### config.mk
export PLATFORM = sky130hd
export DESIGN_NAME = uart_ctrl
export DESIGN_NICKNAME = d
export VERILOG_FILES = /design/src/rtl/uart_pkg.sv /design/src/rtl/uart_fifo.sv /design/src/rtl/uart_ctrl.sv
export SDC_FILE = /design/constraint.sdc
export NUM_CORES = 1
export LEC_CHECK = 0
export ABC_AREA = 1
export BUFFER_PORTS_ARGS = -buffer_cell sky130_fd_sc_hd__clkbuf_2
export CAP_MARGIN = 25
export CORE_MARGIN = 2
export CORE_UTILIZATION = 25
export DETAILED_ROUTE_END_ITERATION = 16
export PLACE_DENSITY = 0.41
export SYNTH_ARGS = -nofsm -noshare
export SYNTH_HDL_FRONTEND = slang
export SYNTH_SLANG_ARGS = --single-unit
### constraint.sdc
create_clock -name CLK -period 9.1 [get_ports CLK]
set_clock_uncertainty 0.1 [all_clocks]
set_input_delay 1.365 -clock CLK [delete_from_list [all_inputs] [get_ports CLK]]
set_output_delay 1.365 -clock CLK [all_outputs]
set_load 0.005 [all_outputs]
### src/rtl/uart_pkg.sv
// Shared definitions for uart_ctrl: register map, bit positions, FSM state types.
// Optional parity support is compiled in with `define UART_PARITY_EN.
// Holds no logic of its own.
package uart_pkg;

  localparam int OVERSAMPLE = 16;

  localparam logic [2:0] ADDR_CTRL    = 3'd0;
  localparam logic [2:0] ADDR_IER     = 3'd1;
  localparam logic [2:0] ADDR_DATA    = 3'd2;
  localparam logic [2:0] ADDR_STATUS  = 3'd3;
  localparam logic [2:0] ADDR_BAUD_LO = 3'd4;
  localparam logic [2:0] ADDR_BAUD_HI = 3'd5;

  localparam int CTRL_EN   = 0;
  localparam int CTRL_TXEN = 1;
  localparam int CTRL_RXEN = 2;
  localparam int CTRL_PEN  = 3;
  localparam int CTRL_ODD  = 4;

  localparam int IER_RX  = 0;
  localparam int IER_TX  = 1;
  localparam int IER_ERR = 2;

  localparam int ST_TXFULL  = 0;
  localparam int ST_TXEMPTY = 1;
  localparam int ST_RXEMPTY = 2;
  localparam int ST_RXFULL  = 3;
  localparam int ST_RXOVR   = 4;
  localparam int ST_FERR    = 5;
  localparam int ST_TXOVF   = 6;
  localparam int ST_PERR    = 7;

  typedef enum logic [2:0] {
    TX_IDLE,
    TX_START,
    TX_DATA,
`ifdef UART_PARITY_EN
    TX_PARITY,
`endif
    TX_STOP
  } tx_state_t;

  typedef enum logic [2:0] {
    RX_IDLE,
    RX_START,
    RX_DATA,
`ifdef UART_PARITY_EN
    RX_PARITY,
`endif
    RX_STOP,
    RX_WAIT
  } rx_state_t;

  // True on the last oversample tick of a bit period
  function automatic logic os_last(input logic [3:0] os);
    return os == 4'(OVERSAMPLE - 1);
  endfunction

endpackage

### src/rtl/uart_fifo.sv
// Synchronous FIFO with occupancy count; head is visible combinationally.
// Latency: a pushed entry is readable the cycle after the push.
// Push on full is accepted only alongside a pop; pop on empty is ignored.
module uart_fifo #(
  parameter int WIDTH = 8,
  parameter int DEPTH = 16
) (
  input  logic                       clk_i,
  input  logic                       rst_i,
  input  logic                       push_i,
  input  logic [WIDTH-1:0]           data_i,
  input  logic                       pop_i,
  output logic [WIDTH-1:0]           data_o,
  output logic                       full_o,
  output logic                       empty_o,
  output logic [$clog2(DEPTH):0]     count_o
);

  localparam int AW = $clog2(DEPTH);

  logic [WIDTH-1:0] mem_q [DEPTH];
  logic [AW-1:0]    wr_ptr_q, rd_ptr_q;
  logic [AW:0]      count_q;
  logic             do_push, do_pop;

  assign full_o  = (count_q == (AW+1)'(DEPTH));
  assign empty_o = (count_q == '0);
  assign do_push = push_i & (~full_o | pop_i);
  assign do_pop  = pop_i & ~empty_o;
  assign data_o  = mem_q[rd_ptr_q];
  assign count_o = count_q;

  // Storage array; contents are don't-care until written
  always_ff @(posedge clk_i) begin
    if (do_push) mem_q[wr_ptr_q] <= data_i;
  end

  // Pointers wrap naturally at DEPTH (power of two)
  always_ff @(posedge clk_i or posedge rst_i) begin
    if (rst_i) begin
      wr_ptr_q <= '0;
      rd_ptr_q <= '0;
      count_q  <= '0;
    end else begin
      if (do_push) wr_ptr_q <= wr_ptr_q + 1'b1;
      if (do_pop)  rd_ptr_q <= rd_ptr_q + 1'b1;
      count_q <= count_q + {{AW{1'b0}}, do_push} - {{AW{1'b0}}, do_pop};
    end
  end

endmodule

### src/rtl/uart_ctrl.sv
// UART controller: CPU register file, TX/RX FIFOs, baud tick, 16x oversampled RX.
// Latency: TX line drops one cycle after a character becomes available; IRQ is one cycle behind its cause.
// DATA writes to a full TX FIFO are dropped (TXOVF); RX characters are dropped on a full RX FIFO (RXOVR).
// Parity support is compiled in with `define UART_PARITY_EN.
module uart_ctrl
  import uart_pkg::*;
#(
  parameter int DATA_BITS  = 8,
  parameter int FIFO_DEPTH = 16,
  parameter int DIV_W      = 16
) (
  input  logic       CLK,
  input  logic       RST,
  input  logic [2:0] ADDR,
  input  logic       CS,
  input  logic       RD,
  input  logic       WR,
  input  logic [7:0] WDATA,
  output logic [7:0] RDATA,
  output logic       IRQ,
  input  logic       RX,
  output logic       TX
);

  localparam int         CW       = $clog2(FIFO_DEPTH) + 1;
  localparam logic [3:0] OS_MID   = 4'(OVERSAMPLE / 2 - 1);
  localparam logic [2:0] BIT_LAST = 3'(DATA_BITS - 1);
`ifdef UART_PARITY_EN
  localparam logic [7:0] CTRL_MASK = 8'h1F;
`else
  localparam logic [7:0] CTRL_MASK = 8'h07;
`endif

  // ---------------- register state ----------------
  logic [7:0]       ctrl_q;
  logic [2:0]       ier_q;
  logic [DIV_W-1:0] div_q;
  logic             rxovr_q, ferr_q, txovf_q, irq_q;
  logic             perr;
  logic [15:0]      div_ext, div_lo_w, div_hi_w;
  logic             en, txen, rxen;

  assign en   = ctrl_q[CTRL_EN];
  assign txen = ctrl_q[CTRL_TXEN];
  assign rxen = ctrl_q[CTRL_RXEN];
`ifdef UART_PARITY_EN
  logic pen, odd;
  assign pen = ctrl_q[CTRL_PEN];
  assign odd = ctrl_q[CTRL_ODD];
`endif

  assign div_ext  = 16'(div_q);
  assign div_lo_w = {div_ext[15:8], WDATA};
  assign div_hi_w = {WDATA, div_ext[7:0]};

  // ---------------- bus decode ----------------
  logic wr_en, rd_en, wr_data, wr_status;
  assign wr_en     = CS & WR;
  assign rd_en     = CS & RD;
  assign wr_data   = wr_en & (ADDR == ADDR_DATA);
  assign wr_status = wr_en & (ADDR == ADDR_STATUS);

  // ---------------- FIFOs ----------------
  logic [DATA_BITS-1:0] tx_head, rx_head, rx_sh_q;
  logic                 tx_full, tx_empty, rx_full, rx_empty;
  logic [CW-1:0]        tx_cnt, rx_cnt;
  logic                 tx_push, tx_pop, rx_push, rx_pop;
  logic                 tx_avail, rx_avail;

  assign tx_avail = (tx_cnt != '0);
  assign rx_avail = (rx_cnt != '0);
  assign tx_push  = wr_data & ~tx_full;
  assign rx_pop   = rd_en & (ADDR == ADDR_DATA) & rx_avail;

  uart_fifo #(.WIDTH(DATA_BITS), .DEPTH(FIFO_DEPTH)) u_tx_fifo (
    .clk_i   (CLK),
    .rst_i   (RST),
    .push_i  (tx_push),
    .data_i  (WDATA[DATA_BITS-1:0]),
    .pop_i   (tx_pop),
    .data_o  (tx_head),
    .full_o  (tx_full),
    .empty_o (tx_empty),
    .count_o (tx_cnt)
  );

  uart_fifo #(.WIDTH(DATA_BITS), .DEPTH(FIFO_DEPTH)) u_rx_fifo (
    .clk_i   (CLK),
    .rst_i   (RST),
    .push_i  (rx_push),
    .data_i  (rx_sh_q),
    .pop_i   (rx_pop),
    .data_o  (rx_head),
    .full_o  (rx_full),
    .empty_o (rx_empty),
    .count_o (rx_cnt)
  );

  // ---------------- baud tick ----------------
  logic [DIV_W-1:0] baud_cnt_q;
  logic             tick;
  assign tick = en & (baud_cnt_q == div_q);

  // Divider counts 0..DIV, giving a DIV+1 cycle tick period; parked at 0 while disabled
  always_ff @(posedge CLK or posedge RST) begin
    if (RST)            baud_cnt_q <= '0;
    else if (!en||tick) baud_cnt_q <= '0;
    else                baud_cnt_q <= baud_cnt_q + 1'b1;
  end

  // ---------------- transmitter ----------------
  tx_state_t            tx_state_q;
  logic [3:0]           tx_os_q;
  logic [2:0]           tx_bit_q;
  logic [DATA_BITS-1:0] tx_sh_q;
  logic                 tx_q, tx_go;
`ifdef UART_PARITY_EN
  logic                 tx_par_q;
`endif

  // A new character is taken from idle, or straight out of the stop bit for back-to-back frames
  assign tx_go  = en & txen & tx_avail;
  assign tx_pop = tx_go & ((tx_state_q == TX_IDLE) |
                           ((tx_state_q == TX_STOP) & tick & os_last(tx_os_q)));

  // Transmit FSM: start bit, LSB-first data, optional parity, one stop bit
  always_ff @(posedge CLK or posedge RST) begin
    if (RST) begin
      tx_state_q <= TX_IDLE;
      tx_q       <= 1'b1;
      tx_os_q    <= '0;
      tx_bit_q   <= '0;
      tx_sh_q    <= '0;
`ifdef UART_PARITY_EN
      tx_par_q   <= 1'b0;
`endif
    end else begin
      if (tx_pop) begin
        tx_state_q <= TX_START;
        tx_q       <= 1'b0;
        tx_os_q    <= '0;
        tx_sh_q    <= tx_head;
`ifdef UART_PARITY_EN
        tx_par_q   <= ^tx_head;
`endif
      end else if (tick && tx_state_q != TX_IDLE) begin
        tx_os_q <= tx_os_q + 4'd1;
        if (os_last(tx_os_q)) begin
          case (tx_state_q)
            TX_START: begin
              tx_state_q <= TX_DATA;
              tx_q       <= tx_sh_q[0];
              tx_bit_q   <= '0;
            end
            TX_DATA: begin
              if (tx_bit_q == BIT_LAST) begin
`ifdef UART_PARITY_EN
                if (pen) begin
                  tx_state_q <= TX_PARITY;
                  tx_q       <= tx_par_q ^ odd;
                end else
`endif
                begin
                  tx_state_q <= TX_STOP;
                  tx_q       <= 1'b1;
                end
              end else begin
                tx_bit_q <= tx_bit_q + 3'd1;
                tx_sh_q  <= tx_sh_q >> 1;
                tx_q     <= tx_sh_q[1];
              end
            end
`ifdef UART_PARITY_EN
            TX_PARITY: begin
              tx_state_q <= TX_STOP;
              tx_q       <= 1'b1;
            end
`endif
            TX_STOP: begin
              tx_state_q <= TX_IDLE;
              tx_q       <= 1'b1;
            end
            default: begin
              tx_state_q <= TX_IDLE;
              tx_q       <= 1'b1;
            end
          endcase
        end
      end
    end
  end

  assign TX = tx_q;

  // ---------------- receiver ----------------
  logic rx_s1_q, rx_s2_q, rx_prev_q, rx_fall;

  // Synchroniser flops reset to the idle-line level so reset release is not seen as a start edge
  always_ff @(posedge CLK or posedge RST) begin
    if (RST) begin
      rx_s1_q   <= 1'b1;
      rx_s2_q   <= 1'b1;
      rx_prev_q <= 1'b1;
    end else begin
      rx_s1_q   <= RX;
      rx_s2_q   <= rx_s1_q;
      rx_prev_q <= rx_s2_q;
    end
  end

  assign rx_fall = rx_prev_q & ~rx_s2_q;

  rx_state_t  rx_state_q;
  logic [3:0] rx_os_q;
  logic [2:0] rx_bit_q;
  logic       rx_stop_done, rx_good, rxovr_set, ferr_set;
`ifdef UART_PARITY_EN
  logic       rx_perr_q, perr_set;
`endif

  assign rx_stop_done = (rx_state_q == RX_STOP) & tick & os_last(rx_os_q);
  assign rx_good      = rx_stop_done & rx_s2_q;
  assign rx_push      = rx_good & ~rx_full;
  assign rxovr_set    = rx_good & rx_full;
  assign ferr_set     = rx_stop_done & ~rx_s2_q;
`ifdef UART_PARITY_EN
  assign perr_set     = rx_good & rx_perr_q;
`endif

  // Receive FSM: verify start at mid-bit, then sample each bit 16 ticks apart
  always_ff @(posedge CLK or posedge RST) begin
    if (RST) begin
      rx_state_q <= RX_IDLE;
      rx_os_q    <= '0;
      rx_bit_q   <= '0;
      rx_sh_q    <= '0;
`ifdef UART_PARITY_EN
      rx_perr_q  <= 1'b0;
`endif
    end else begin
      case (rx_state_q)
        RX_IDLE: begin
          if (en && rxen && rx_fall) begin
            rx_state_q <= RX_START;
            rx_os_q    <= '0;
`ifdef UART_PARITY_EN
            rx_perr_q  <= 1'b0;
`endif
          end
        end
        RX_START: begin
          if (tick) begin
            rx_os_q <= rx_os_q + 4'd1;
            if (rx_os_q == OS_MID) begin
              rx_os_q  <= '0;
              rx_bit_q <= '0;
              rx_state_q <= rx_s2_q ? RX_IDLE : RX_DATA;
            end
          end
        end
        RX_DATA: begin
          if (tick) begin
            rx_os_q <= rx_os_q + 4'd1;
            if (os_last(rx_os_q)) begin
              rx_sh_q <= {rx_s2_q, rx_sh_q[DATA_BITS-1:1]};
              if (rx_bit_q == BIT_LAST) begin
`ifdef UART_PARITY_EN
                rx_state_q <= pen ? RX_PARITY : RX_STOP;
`else
                rx_state_q <= RX_STOP;
`endif
              end else begin
                rx_bit_q <= rx_bit_q + 3'd1;
              end
            end
          end
        end
`ifdef UART_PARITY_EN
        RX_PARITY: begin
          if (tick) begin
            rx_os_q <= rx_os_q + 4'd1;
            if (os_last(rx_os_q)) begin
              rx_perr_q  <= rx_s2_q ^ (^rx_sh_q) ^ odd;
              rx_state_q <= RX_STOP;
            end
          end
        end
`endif
        RX_STOP: begin
          if (tick) begin
            rx_os_q <= rx_os_q + 4'd1;
            if (os_last(rx_os_q)) rx_state_q <= rx_s2_q ? RX_IDLE : RX_WAIT;
          end
        end
        RX_WAIT: begin
          if (rx_s2_q) rx_state_q <= RX_IDLE;
        end
        default: rx_state_q <= RX_IDLE;
      endcase
    end
  end

  // ---------------- CPU registers ----------------
  // Config registers plus sticky error flags; a set in the same cycle as a clear wins
  always_ff @(posedge CLK or posedge RST) begin
    if (RST) begin
      ctrl_q  <= '0;
      ier_q   <= '0;
      div_q   <= '0;
      rxovr_q <= 1'b0;
      ferr_q  <= 1'b0;
      txovf_q <= 1'b0;
    end else begin
      if (wr_en && ADDR == ADDR_CTRL) ctrl_q <= WDATA & CTRL_MASK;
      if (wr_en && ADDR == ADDR_IER)  ier_q  <= WDATA[2:0];
      if (wr_en && !en && ADDR == ADDR_BAUD_LO) div_q <= div_lo_w[DIV_W-1:0];
      if (wr_en && !en && ADDR == ADDR_BAUD_HI) div_q <= div_hi_w[DIV_W-1:0];

      if (rxovr_set)                       rxovr_q <= 1'b1;
      else if (wr_status && WDATA[ST_RXOVR]) rxovr_q <= 1'b0;
      if (ferr_set)                        ferr_q  <= 1'b1;
      else if (wr_status && WDATA[ST_FERR])  ferr_q  <= 1'b0;
      if (wr_data && tx_full)              txovf_q <= 1'b1;
      else if (wr_status && WDATA[ST_TXOVF]) txovf_q <= 1'b0;
    end
  end

`ifdef UART_PARITY_EN
  logic perr_q;
  // Sticky parity error flag
  always_ff @(posedge CLK or posedge RST) begin
    if (RST)                              perr_q <= 1'b0;
    else if (perr_set)                    perr_q <= 1'b1;
    else if (wr_status && WDATA[ST_PERR]) perr_q <= 1'b0;
  end
  assign perr = perr_q;
`else
  assign perr = 1'b0;
`endif

  logic [7:0] status;
  assign status = {perr, txovf_q, ferr_q, rxovr_q, rx_full, rx_empty, tx_empty, tx_full};

  // Read mux; DATA returns the RX head (popped by the same access) or 0 when empty
  always_comb begin
    RDATA = '0;
    case (ADDR)
      ADDR_CTRL:    RDATA = ctrl_q;
      ADDR_IER:     RDATA = {5'b0, ier_q};
      ADDR_DATA:    RDATA = rx_avail ? 8'(rx_head) : 8'h00;
      ADDR_STATUS:  RDATA = status;
      ADDR_BAUD_LO: RDATA = div_ext[7:0];
      ADDR_BAUD_HI: RDATA = div_ext[15:8];
      default:      RDATA = '0;
    endcase
  end

  // Level interrupt, registered one cycle behind its sources
  always_ff @(posedge CLK or posedge RST) begin
    if (RST) irq_q <= 1'b0;
    else     irq_q <= (ier_q[IER_RX] & ~rx_empty) | (ier_q[IER_TX] & tx_empty) |
                      (ier_q[IER_ERR] & (rxovr_q | ferr_q | txovf_q | perr));
  end

  assign IRQ = irq_q;

endmodule

# After elaboration in Yosys (flattened, before gate mapping)
# Memory sizes are Yosys's and may differ from the RTL's.
# Index checks and enable logic that the tools add are counted.
[op_classes] addsub=13 eq_ne=34 n_mux=57 bitwise=41 reduce_logical=41
[ops] operator="$mux 3" count=20
[ops] operator="$mux 8" count=7
[ops] operator="$pmux 8 s6" count=1
[ops] operator="$mux 16" count=2
[ops] operator="$and 1x1->1" count=27
[ops] operator="$add 4x1->4 const B" count=6
[ops] operator="$mux 4" count=6
[ops] operator="$ne 2x2->1 const B" count=10
[ops] operator="$eq 3x2->1 const B" count=6
[ops] operator="$pmux 3 s2" count=3
[ops] operator="$add 16x1->16 const B" count=1
[ops] operator="$eq 16x16->1" count=1
[ops] operator="$reduce_bool 2->1" count=8
[ops] operator="$eq 3x3->1 const B" count=5
[ops] operator="$pmux 3 s5" count=1
[ops] operator="$mux 1" count=14
[ops] operator="$logic_and 1x1->1" count=12
[ops] operator="$pmux 4 s3" count=1
[ops] operator="$add 5x1->5" count=2
[ops] operator="$eq 5x5->1 const B" count=2
[ops] operator="$logic_not 5->1" count=2
[ops] operator="$reduce_bool 5->1" count=2
[ops] operator="$sub 5x1->5" count=2
[ops] operator="$eq 3x1->1 const B" count=3
[ops] operator="other kinds (20)" count=42
[totals] reg_bits=108 ramBits=256 input_bits=17 out_inout_bits=10 word_cells=215 n_memories=2
[mem_list] memory="u_rx_fifo.mem_q" depth=16 width=8 read_ports=1 rd_clocked_by_memory_dff=0 write_ports=1 line="uart_fifo.sv:21" rtl="logic [WIDTH-1:0] mem_q [DEPTH];"
[mem_list] memory="u_tx_fifo.mem_q" depth=16 width=8 read_ports=1 rd_clocked_by_memory_dff=0 write_ports=1 line="uart_fifo.sv:21"

# Longest topological paths before layout
[logic_depth] depth_word=10 ltp_mapped=19 ltp_nobuf=18

# Cells and area by module
# Synthesis repeated with hierarchy kept, for this count alone.
[unflattened] hier_cells=1866 area_unflattened_um2=17115.2
[modules_own_cells] mod="uart_fifo" n_inst=2 cells_each=623 area_each_um2=6274.8 seq_area_each_um2=4169.0
[modules_own_cells] mod="uart_ctrl" n_inst=1 cells_each=620 area_each_um2=4565.6 seq_area_each_um2=2031.9

# Least setup slack after synthesis
# Ideal clock, no wire load.
[synth_timing] path_kind="input -> output" from="in ADDR[0]" to="out RDATA[2]" arrival_time_ns=2.286 required_ns=7.635 path_slack_ns=5.349 stages=7 n_path_buf=0 path_cell_list="inv_1 > nor3_1 > inv_1 > o22ai_1 > a21oi_1 > o211a_1 > nand2_1"
[synth_between] elab_chain_cells=2 elab_cells_between_ends=7 cone_classes="eq/ne (5); mux (1); reduce/logical (1)"
[synth_rtl] element="start, declared" line="uart_ctrl.sv:14" rtl="input logic [2:0] ADDR,"
[synth_rtl] element="$eq 3x3->1, or another cell as far along" line="uart_ctrl.sv:347" rtl="case (ADDR)"
[synth_rtl] element="$pmux 8 s6 *" line="uart_ctrl.sv:347"
[synth_rtl] element="end, declared" line="uart_ctrl.sv:19" rtl="output logic [7:0] RDATA,"
# Mark *: on every way between the ends. The rest lies on a longest branch, timed or not.

# Final worst setup path
[layout_timing] from="reg u_rx_fifo.rd_ptr_q[0]" to="out RDATA[1]"
[layout_between] elab_chain_cells=3
[layout_rtl] element="start, declared" line="uart_fifo.sv:22" rtl="logic [AW-1:0] wr_ptr_q, rd_ptr_q;"
[layout_rtl] element="start signal, assigned" line="uart_fifo.sv:46" rtl="if (do_pop) rd_ptr_q <= rd_ptr_q + 1'b1;"
[layout_rtl] element="$mem_v2 16x8"
[layout_rtl] element="$mux 8" line="uart_ctrl.sv:350" rtl="ADDR_DATA: RDATA = rx_avail ? 8'(rx_head) : 8'h00;"
[layout_rtl] element="$pmux 8 s6" line="uart_ctrl.sv:347"
# No other way between the ends.

==> results.md <==
- Req. time, crit path: 7640 ps
- Status: finished clean
- CTS resizes: 0
- Share of cells above drive strength 1: 9.28%
- Clock transition at the registers of the reported paths: 60 ps
- Ys async rst share: between 20 and 30%
- DP Worst Slack: 4660 ps
- DIE AREA: between 60000 and 70000 µm²
- Post-synth EDFFs: 256
- Yosys reg bits: about 360
- Register Area: ~10000 µm²
- Final setup viols: 0
- Most common cell in the netlist: nand2_1
- Fin. Hold Viols: 0
- CP delay by family, top: buffers and inverters
- Initial Util: 25.3%
- Critical path class: reg -> out
- Area of the multi-input gates: a little under 5000 µm²
- Skew-Pair Late Insertion Delay: between 500 and 600 ps
- Actual slew at the worst max-slew pin: about 930 ps
- DRC violations left: 0
- Worst slew margin: 37.6%
- Via density: about 4.5
- Num CTS Buffers: 44
- Initial DRC Count: just over 800
- Synthesized area: around 16000 µm²
- CTS root buf: clkbuf_16
- Hold path start: rx_s1_q
- CTS tree: built
- Setup TNS: 0 ps
- Avg Cell Area, Syn: roughly 11 µm²
- Critical path origin: u_rx_fifo.rd_ptr_q[0]
- Synth top area share: about half
- RSZ-0062 raised after global routing: no
- Final setup margin: 4110 ps
- Vias in the first global route: ~11000
- Nets: approximately 1600
- Period utilisation layout: between 50% and 60%
- Tmin final: around 5000 ps
- Critical path startpoint category: flip-flop
- Row count: between 90 and 100
- Design Area, Final: around 18000 µm²
- Core area: approximately 63000 µm²
- H-tree depth: 2
- # port buffers: 26
- GRT Resource Usage Total: 13.1%
- Layout fillers: ~6700
- Hold-fix buffer count after cts: 0
- First-pass GRT wire length: around 66000 µm
- Total clock sinks: 363
- Critical path's slowest cell: buf_4
- Grt ovf: 0
- Vias post-DR: ~11000
- YS warnings: 0
- PD cells: 268 nW/µm²
- Routed WL per cell: approximately 18 µm
- Placement Cell Area: approximately 17000 µm²
- Crit-path cells: buf_4 -> inv_2 -> buf_4 -> o21ai_0 -> o221ai_1 -> nand3_1 -> nand2_1 -> nand2_1 -> o2111ai_1 -> clkbuf_2
- Max_cap viols: 0
- DRT antenna net count: 0
- Layout area overhead: 15.7%
- Final max-slew violation count: 0
- Setup Buffers After CTS: 0
- Leak pwr: approximately 6.8 nW
- Largest net degree at the start of global routing: between 60 and 70
- Max Freq: 200 MHz
- DPL Wire Length: between 20000 and 30000 µm
- Synth Instances: about 1500
- Top_reg_cell synth: edfxtp_1
- CP max stage delay: about 540 ps
- Crit path DAT: 3530 ps
- Ant. Diodes: 0
- Top post-synthesis cells by area: edfxtp_1, dfrtp_1, nand2_1
- Number of I/O pins: 27
- GP Congestion: 0.821
- Router iterations before antenna repair: 5
- Clk buf depth: 3
- Post-synth cell types: 50
- WL final: 42800 µm
- WHS: ~260 ps
- Top cell type by total area after synthesis: edfxtp_1
- Synthesized net count: 1548
- Die H: 257 µm
- Peak VDD IR: ~130 µV
- Hold crit path type: reg -> reg
- Worst-path fanout max: 67
- Seq/Total Area, Yosys: about two thirds
- Die X: between 200 and 300 µm
- Initial antenna violation count: 0
- Bufs and invs on worst path: 4
- Top cells by count, synth: nand2_1, edfxtp_1, nor2_1
- CP endpoint kind: primary output
- Reg2reg start: u_tx_fifo.count_o[3]
## cell families after synthesis
| kind of cell | share of synthesized area (%) |
|---|---|
| compound gates | 10.7 |
| xor+xnor | 1.48 |
| fa+ha+maj | 2.84 |
| buf+inv | 4.91 |
| flops | 65.0 |
| mux | 0.0627 |
| simple gates | 15.0 |
## report_power, final
group / switching [mW] / internal (mW) / total [mW]
clock network: 0.708 / 0.980 / 1.69
logic: 0.906 / 0.388 / 1.29
registers: 0.0947 / 1.88 / 1.97
## path summary, 6_finish.rpt
kind	to	slack, ps	cells after the start
max in group asynchronous	u_tx_fifo.rd_ptr_q[0]	6810	3
min in group asynchronous	tx_os_q[3]	740	2
setup / recovery	RDATA[1]	4110	10
hold / removal	rx_s2_q	260	0
setup reg to reg	u_tx_fifo.count_o[4]	5510	17
hold reg to reg	rx_s2_q	260	0
## cell usage in the layout, fill, tap and decap left out, types with 33 or more instances in the layout
cell type and instances:
nand2_1 268, edfxtp_1 256, nor2_1 185, o21ai_0 168, inv_1 131, dfrtp_1 101
a21oi_1 48, nand3_1 45, clkbuf_16 44, ha_1 33
## flip-flops by register name, indices dropped and copies added, names as in the netlist, 4 cells and up
name                flops
u_rx_fifo.mem_q       128
u_tx_fifo.mem_q       128
baud_cnt_q             16
div_ext                16
rx_sh_q                 8
tx_sh_q                 8
u_rx_fifo.count_o       5
u_tx_fifo.count_o       5
rx_os_q                 4
tx_os_q                 4
u_rx_fifo.rd_ptr_q      4
u_rx_fifo.wr_ptr_q      4
u_tx_fifo.rd_ptr_q      4
u_tx_fifo.wr_ptr_q      4
## worst reg2reg max path, cell delays in order (launching register included)
cell and delay (ps):
dfrtp_1 390, inv_1 80, ha_1 160, inv_1 40
nor4_1 340, inv_1 140, nand3_1 140, inv_1 120
nand2_2 300, inv_2 220, ha_1 330, inv_1 40
ha_1 220, fa_1 420, a21oi_1 170, nor2_1 50
nor2_1 110, xor2_1 150
## layout make-up
type | instances | share of cell area [%]
Tap cell | 846 | 5.73
Timing Repair Buffer | 43 | 1.40
Sequential cell | 363 | 56.1
Inverter | 144 | 2.97
Clock buffer | 52 | 6.12
Multi-Input combinational cell | 932 | 26.3
Clock inverter | 28 | 1.33
## metrics by stage
stage	utilization [%]	total power, mW	std cells
global placement	27.1	3.31	2327
detailed placement	27.1	3.32	2327
global route	29.3	5.27	2408
floorplan	-	2.88	1496
CTS	29.3	5.03	2407
finish	29.3	4.96	2408
## metal layers
metal	global-route usage (%)	share of wire, %
met2	21.6	47
met1	17.5	46
met4	3.96	2.2
met5	0	0
met3	2.21	4.5
Note: power is estimated with default switching activity, not from simulation.
